==> config.mk <==
export PLATFORM = sky130hd
export DESIGN_NAME = ai_car_spawn_scheduler_flat
export DESIGN_NICKNAME = d
export VERILOG_FILES = /design/src/rtl/ai_car_spawn_scheduler_if.sv /design/src/rtl/ai_car_spawn_scheduler.sv /design/src/flat_wrapper.sv
export SDC_FILE = /design/constraint.sdc
export NUM_CORES = 1
export LEC_CHECK = 0
export BUFFER_PORTS_ARGS = -buffer_cell sky130_fd_sc_hd__buf_2
export CAP_MARGIN = 20
export CORE_MARGIN = 2
export CORE_UTILIZATION = 40
export CTS_BUF_LIST = sky130_fd_sc_hd__clkbuf_8
export DETAILED_ROUTE_END_ITERATION = 8
export SYNTH_ARGS = -nofsm -noshare
export SYNTH_HDL_FRONTEND = slang
export SYNTH_SLANG_ARGS = --single-unit
==> constraint.sdc <==
create_clock -name clk -period 1.8 [get_ports clk]
set_clock_uncertainty 0.15 [all_clocks]
set_input_delay 0.36 -clock clk [delete_from_list [all_inputs] [get_ports clk]]
set_output_delay 0.36 -clock clk [all_outputs]
set_load 0.01 [all_outputs]
==> src/rtl/ai_car_spawn_scheduler_if.sv <==
// rtl/ai_car_spawn_scheduler_if.sv - request/grant/lane bundle between the AI cars and the spawn scheduler
interface ai_car_spawn_scheduler_if #(
   parameter int N_CARS = 4
);
   logic [N_CARS-1:0] spawn_req;
   logic [N_CARS-1:0] lane_release;
   logic [N_CARS-1:0] spawn_ack;
   logic [10:0]       spawn_x;
   logic [3:0]        lane_busy;

   modport master (
      output spawn_req,
      output lane_release,
      input  spawn_ack,
      input  spawn_x,
      input  lane_busy
   );

   modport slave (
      input  spawn_req,
      input  lane_release,
      output spawn_ack,
      output spawn_x,
      output lane_busy
   );
endinterface

==> src/rtl/ai_car_spawn_scheduler.sv <==
// rtl/ai_car_spawn_scheduler.sv - round-robin AI car spawn arbiter with per-lane ownership
// Grants at most one car per frame, probes lanes from a random start, enforces a frame cooldown.
module ai_car_spawn_scheduler #(
   parameter int          N_CARS          = 4,
   parameter int          COOLDOWN_FRAMES = 30,
   parameter logic [10:0] LANE_X0         = 11'd180,
   parameter logic [10:0] LANE_X1         = 11'd240,
   parameter logic [10:0] LANE_X2         = 11'd300,
   parameter logic [10:0] LANE_X3         = 11'd360
) (
   input  logic        clk,
   input  logic        resetN,
   input  logic        frame_start,
   input  logic [4:0]  game_states,
   input  logic [10:0] random,
   output logic        busy,
   ai_car_spawn_scheduler_if.slave bus
);
   localparam int CW = $clog2(N_CARS);

   typedef enum logic [1:0] {IDLE, PICK, PROBE, GRANT} state_t;

   state_t            state_q, state_d;
   logic [CW-1:0]     rr_ptr_q, rr_ptr_d;
   logic [CW-1:0]     winner_q, winner_d;
   logic [7:0]        cooldown_q, cooldown_d;
   logic [1:0]        probe_lane_q, probe_lane_d;
   logic [1:0]        probe_cnt_q, probe_cnt_d;
   logic [3:0]        own_vld_q, own_vld_d;
   logic [CW-1:0]     own_car_q [4];
   logic [CW-1:0]     own_car_d [4];
   logic [N_CARS-1:0] ack_q, ack_d;
   logic [10:0]       x_q, x_d;

   logic          restart;
   logic          pause;
   logic          found;
   logic [CW-1:0] pick;
   logic [10:0]   lane_x;
   logic          unused_bits;

   assign restart     = game_states[0];
   assign pause       = game_states[1];
   assign unused_bits = ^{game_states[4:2], random[10:2]};

   always_comb begin
      case (probe_lane_q)
         2'd0:    lane_x = LANE_X0;
         2'd1:    lane_x = LANE_X1;
         2'd2:    lane_x = LANE_X2;
         default: lane_x = LANE_X3;
      endcase
   end

   // First requester strictly after the last winner, wrapping around.
   always_comb begin
      logic [CW-1:0] idx;
      found = 1'b0;
      pick  = '0;
      idx   = '0;
      for (int k = 1; k <= N_CARS; k++) begin
         idx = CW'((int'(rr_ptr_q) + k) % N_CARS);
         if (!found && bus.spawn_req[idx]) begin
            found = 1'b1;
            pick  = idx;
         end
      end
   end

   always_comb begin
      state_d      = state_q;
      rr_ptr_d     = rr_ptr_q;
      cooldown_d   = cooldown_q;
      winner_d     = winner_q;
      probe_lane_d = probe_lane_q;
      probe_cnt_d  = probe_cnt_q;
      ack_d        = '0;
      x_d          = x_q;
      own_vld_d    = own_vld_q;
      own_car_d    = own_car_q;

      for (int l = 0; l < 4; l++) begin
         if (bus.lane_release[own_car_q[l]]) begin
            own_vld_d[l] = 1'b0;
         end
      end

      if (frame_start && !pause && cooldown_q != 8'd0) begin
         cooldown_d = cooldown_q - 8'd1;
      end

      case (state_q)
         IDLE: begin
            if (frame_start && cooldown_q == 8'd0 && !pause && !restart && |bus.spawn_req) begin
               state_d = PICK;
            end
         end
         PICK: begin
            if (found) begin
               winner_d     = pick;
               probe_lane_d = random[1:0];
               probe_cnt_d  = 2'd0;
               state_d      = PROBE;
            end else begin
               state_d = IDLE;
            end
         end
         PROBE: begin
            if (!bus.spawn_req[winner_q]) begin
               state_d = IDLE;
            end else if (!own_vld_q[probe_lane_q]) begin
               ack_d[winner_q] = 1'b1;
               x_d             = lane_x;
               state_d         = GRANT;
            end else if (probe_cnt_q == 2'd3) begin
               state_d = IDLE;
            end else begin
               probe_lane_d = probe_lane_q + 2'd1;
               probe_cnt_d  = probe_cnt_q + 2'd1;
            end
         end
         GRANT: begin
            // Applied after releases so a simultaneous release by the winner cannot undo its new lane.
            for (int l = 0; l < 4; l++) begin
               if (own_car_q[l] == winner_q) begin
                  own_vld_d[l] = 1'b0;
               end
            end
            own_vld_d[probe_lane_q] = 1'b1;
            own_car_d[probe_lane_q] = winner_q;
            rr_ptr_d                = winner_q;
            cooldown_d              = 8'(COOLDOWN_FRAMES);
            state_d                 = IDLE;
         end
         default: state_d = IDLE;
      endcase

      if (restart) begin
         state_d    = IDLE;
         own_vld_d  = '0;
         cooldown_d = 8'd0;
         ack_d      = '0;
         rr_ptr_d   = CW'(N_CARS - 1);
      end
   end

   always_ff @(posedge clk or posedge resetN) begin
      if (resetN) begin
         state_q      <= IDLE;
         rr_ptr_q     <= CW'(N_CARS - 1);
         cooldown_q   <= 8'd0;
         winner_q     <= '0;
         probe_lane_q <= 2'd0;
         probe_cnt_q  <= 2'd0;
         own_vld_q    <= '0;
         own_car_q    <= '{default: '0};
         ack_q        <= '0;
         x_q          <= 11'd0;
      end else begin
         state_q      <= state_d;
         rr_ptr_q     <= rr_ptr_d;
         cooldown_q   <= cooldown_d;
         winner_q     <= winner_d;
         probe_lane_q <= probe_lane_d;
         probe_cnt_q  <= probe_cnt_d;
         own_vld_q    <= own_vld_d;
         own_car_q    <= own_car_d;
         ack_q        <= ack_d;
         x_q          <= x_d;
      end
   end

   assign bus.spawn_ack = ack_q;
   assign bus.spawn_x   = x_q;
   assign bus.lane_busy = own_vld_q;
   assign busy          = (state_q != IDLE);
endmodule

==> src/flat_wrapper.sv <==
// flat-port wrapper written by rule: the top's interface ports become plain ports
module ai_car_spawn_scheduler_flat 
#(
   parameter int          N_CARS          = 4,
   parameter int          COOLDOWN_FRAMES = 30,
   parameter logic [10:0] LANE_X0         = 11'd180,
   parameter logic [10:0] LANE_X1         = 11'd240,
   parameter logic [10:0] LANE_X2         = 11'd300,
   parameter logic [10:0] LANE_X3         = 11'd360
)
  (clk, resetN, frame_start, game_states, random, busy, bus_spawn_req, bus_lane_release, bus_spawn_ack, bus_spawn_x, bus_lane_busy);
  ai_car_spawn_scheduler_if #(.N_CARS(N_CARS)) bus_i ();
  input  logic clk;
  input  logic resetN;
  input  logic frame_start;
  input  logic [4:0] game_states;
  input  logic [10:0] random;
  output logic busy;
  input wire logic [$bits(bus_i.spawn_req)-1:0] bus_spawn_req;
  input wire logic [$bits(bus_i.lane_release)-1:0] bus_lane_release;
  output wire logic [$bits(bus_i.spawn_ack)-1:0] bus_spawn_ack;
  output wire logic [$bits(bus_i.spawn_x)-1:0] bus_spawn_x;
  output wire logic [$bits(bus_i.lane_busy)-1:0] bus_lane_busy;
  assign bus_i.spawn_req = bus_spawn_req;
  assign bus_i.lane_release = bus_lane_release;
  assign bus_spawn_ack = bus_i.spawn_ack;
  assign bus_spawn_x = bus_i.spawn_x;
  assign bus_lane_busy = bus_i.lane_busy;
  ai_car_spawn_scheduler #(.N_CARS(N_CARS), .COOLDOWN_FRAMES(COOLDOWN_FRAMES), .LANE_X0(LANE_X0), .LANE_X1(LANE_X1), .LANE_X2(LANE_X2), .LANE_X3(LANE_X3)) u_core (.clk(clk), .resetN(resetN), .frame_start(frame_start), .game_states(game_states), .random(random), .busy(busy), .bus(bus_i));
endmodule
==> impl_metrics.json <==
{
  "outcome": "completed",
  "postSynthCellCount": 223,
  "grt_max_degree": 40,
  "fin_crit_sh": 0.980,
  "synth_ff_type": "dfrtp_1",
  "clockBufferDepth": 2,
  "ys_seq_area_frac": 0.415,
  "synthTopCellsByArea": "dfrtp_1, ha_1, mux4_2, mux2_2, nand2_1",
  "dpl_cell_area_sq_um": 2770,
  "synth-seq-cells": 39,
  "arrival_ps": 1790,
  "fp.dieH_microns": 80.8,
  "clk_pin_slew_ps": 80,
  "setup_violations": 0,
  "fin_cells": 358,
  "synth_edf_count": 0,
  "hpwlAfterDp_microns": 3610,
  "crit_buf_inv": 0,
  "diodes": 0,
  "fmax_mhz": 567,
  "fin_ws_ps": 35.2,
  "drc": 0,
  "fin_crit_ps": 1760,
  "start_kind": "flip-flop",
  "yosys_warnings": 0,
  "port_buffers": 30,
  "syn2layout_area_growth_pct": 26.8,
  "cts_tree": "built",
  "leakage_nw": 1.42,
  "maxCapViolations": 0,
  "rsz0062_at_grt": "true",
  "cp-end-kind": "flip-flop",
  "crit_slowest_cell": "dfrtp_2",
  "grt_pass1_vias": 1743,
  "post-place-ws_ps": -119,
  "rows": 27,
  "wl_microns": 5030,
  "ys_async_sr_fraction": 1.00,
  "antenna_found_initial": 0,
  "cp.depth": 4,
  "cts_sinks": 39,
  "grt_overflow": 0,
  "cts_made_buffers": 5,
  "drt_iter0_drc": 122,
  "fp.coreArea_sq_um": 5610,
  "netlist.area_leader.share": 0.393,
  "crit_family": "simple AND/OR/NAND/NOR gates",
  "die_x_microns": 80.8,
  "min_path_cells": 3,
  "vias": 1799,
  "yosys.area.top_type": "dfrtp_1",
  "gp_congestion": 0.803,
  "power.total_w": 0.00337,
  "path_cells": "nor4_4 > a41oi_2 > or3_1 > o211a_1",
  "clockRootBuffer": "clkbuf_8",
  "ir_drop_mv": 0.513,
  "hold_class": "input pin to flip-flop",
  "cp_max_fo": 3,
  "first_pass_iters": 4,
  "finalHoldViolCount": 0,
  "slew_violations": 0,
  "syn-mean-instance-area_sq_um": 10.6,
  "syn_area_sq_um": 2360,
  "grt_use_total": 0.170,
  "r2r.worst_path.cells": 4,
  "dp.cells": 342,
  "routedWlPerCell_microns": 14.1,
  "powerDensity_nw_per_um2": 1130,
  "max_stage_delay_ps": 440,
  "htree_num_levels": 2,
  "ant_nets": 0,
  "start_util": 0.420,
  "crit_type": "flip-flop to flip-flop",
  "io_pins": 47,
  "synth_cell_types": 49,
  "clock_latency_ps": 290,
  "die_area_sq_um": 6520,
  "finalInstanceArea_sq_um": 2990,
  "grt_pass1_wl_microns": 8370,
  "fin_nets": 325,
  "vias_per_cell": 5.03,
  "fillers": 544,
  "drive_above_1_share": 0.434,
  "critPathRequiredTime_ps": 1820
}
==> cell type report <==
cell class / instances / area, sq um / area share
Multi-Input combinational cell: 156 / 1320 / 0.441
Timing Repair Buffer: 68 / 458 / 0.153
Clock buffer: 5 / 68.8 / 0.0230
Tap cell: 72 / 90.1 / 0.0302
Inverter: 15 / 56.3 / 0.0188
Clock inverter: 3 / 16.3 / 0.00544
Sequential cell: 39 / 980 / 0.328
==> through the flow <==
step | setup TNS (ps) | util | hold WS [ps]
finish | 0 | 0.533 | 285
global route | -243 | 0.533 | 316
CTS | -2.38 | 0.514 | 276
detailed placement | -634 | 0.494 | 281
global placement | -536 | 0.494 | 284
floorplan | 0 | - | 326
==> where the power goes <==
group          internal (W)  switching (W)  total, W  leakage (nW)
Sequential          0.00104       0.000139   0.00118         0.521
Combinational      0.000813       0.000805   0.00162         0.852
Clock              0.000265       0.000306  0.000571        0.0453
Total               0.00212        0.00125   0.00337          1.42
==> cell families (layout without fill, tap and decap cells) <==
group | Yosys count | in the layout | share of synthesized area
AND/OR/NAND/NOR | 61 | 61 | 0.145
buffers and inverters | 31 | 91 | 0.0637
XOR/XNOR | 14 | 14 | 0.0520
other | 1 | 4 | 0.00159
adder cells (fa/ha/maj) | 13 | 13 | 0.0690
AO/OA/AOI/OAI | 45 | 45 | 0.136
flip-flops | 39 | 39 | 0.415
multiplexers | 19 | 19 | 0.117
==> cell usage in the layout (no fill, tap or decap), types with 2 or more instances in the layout <==
cell,Yosys,routed
a21oi_1,13,10
a21oi_2,0,3
a31oi_1,5,5
buf_2,2,30
buf_4,8,34
buf_6,0,2
clkbuf_8,0,5
conb_1,1,4
dfrtp_1,37,36
dfstp_2,2,2
ha_1,13,12
inv_1,15,10
inv_2,0,6
mux2_2,9,8
mux2i_1,4,4
mux4_2,6,6
nand2_1,25,23
nand2_2,0,2
nand2b_1,3,2
nor2_1,11,10
nor3_1,5,4
nor3_2,2,3
o21ai_0,10,7
o21ai_1,0,3
o21ai_2,2,2
o22a_1,4,4
xnor2_1,10,10
xor2_1,4,3
==> worst register-to-register path, cell delays in order (launching register included) <==
cell and delay, ps:
dfrtp_2 440, nor4_4 360, a41oi_2 180, or3_1 380, o211a_1 140
==> state kept, by name (all words and copies together), names as in the netlist <==
register and flops:
u_core.bus.lane_busy 4, u_core.state_q 2, u_core.rr_ptr_q 2, u_core.cooldown_q 8
u_core.bus.spawn_x 5, u_core.own_car_q 8, u_core.probe_cnt_q 2, u_core.probe_lane_q 2
u_core.winner_q 2, u_core.bus.spawn_ack 4
==> cell usage after synthesis, types with 2 or more instances <==
library cell	count
xor2_1	4
dfrtp_1	37
a21oi_1	13
mux2i_1	4
nor2b_1	2
clkbuf_1	5
buf_2	2
o21ai_2	2
dfstp_2	2
nor3_1	5
a31oi_1	5
o22a_1	4
nand2b_1	3
xnor2_1	10
inv_1	15
o21ai_0	10
nor3_2	2
nand2_1	25
nor2_1	11
buf_4	8
mux4_2	6
ha_1	13
mux2_2	9
==> worst paths after layout <==
| path | startpoint | endpoint | slack, ps |
|---|---|---|---|
| hold reg to reg | u_core.bus.spawn_x[6]$_DFFE_PP0P_ | u_core.bus.spawn_x[6]$_DFFE_PP0P_ | 330 |
| hold / removal | random[0] | u_core.probe_lane_q[0]$_DFFE_PP0P_ | 290 |
| min in group asynchronous | resetN | u_core.bus.spawn_x[5]$_DFFE_PP0P_ | 510 |
| setup / recovery | u_core.cooldown_q[3]$_DFFE_PP0P_ | u_core.state_q[0]$_DFFE_PP0P_ | 40 |
| max in group asynchronous | resetN | u_core.rr_ptr_q[0]$_DFFE_PP1P_ | 730 |
| setup reg to reg | u_core.cooldown_q[3]$_DFFE_PP0P_ | u_core.state_q[0]$_DFFE_PP0P_ | 40 |
==> what timing repair did <==
| item | in CTS | in global routing |
|---|---|---|
| gates resized for setup | 2 | 23 |
| buffers inserted | 1 | 6 |
| cloned | 0 | 0 |
| endpoints found under the hold margin | 37 | 0 |
| pin swaps | 1 | 11 |
| hold buffers | 1 | 0 |
| setup endpoints to repair | 7 | 16 |
==> layer usage <==
layer | part of all wire | track usage | wire length (microns) | up-vias
li1 | - | - | - | 892
met1 | 0.46 | 0.233 | 2300 | 871
met2 | 0.49 | 0.271 | 2470 | 30
met3 | 0.037 | 0.0333 | 184 | 6
met4 | 0.016 | 0.0610 | 79 | 0
met5 | 0 | 0 | 0 | -
No activity file was read; power rests on OpenSTA's default activity.
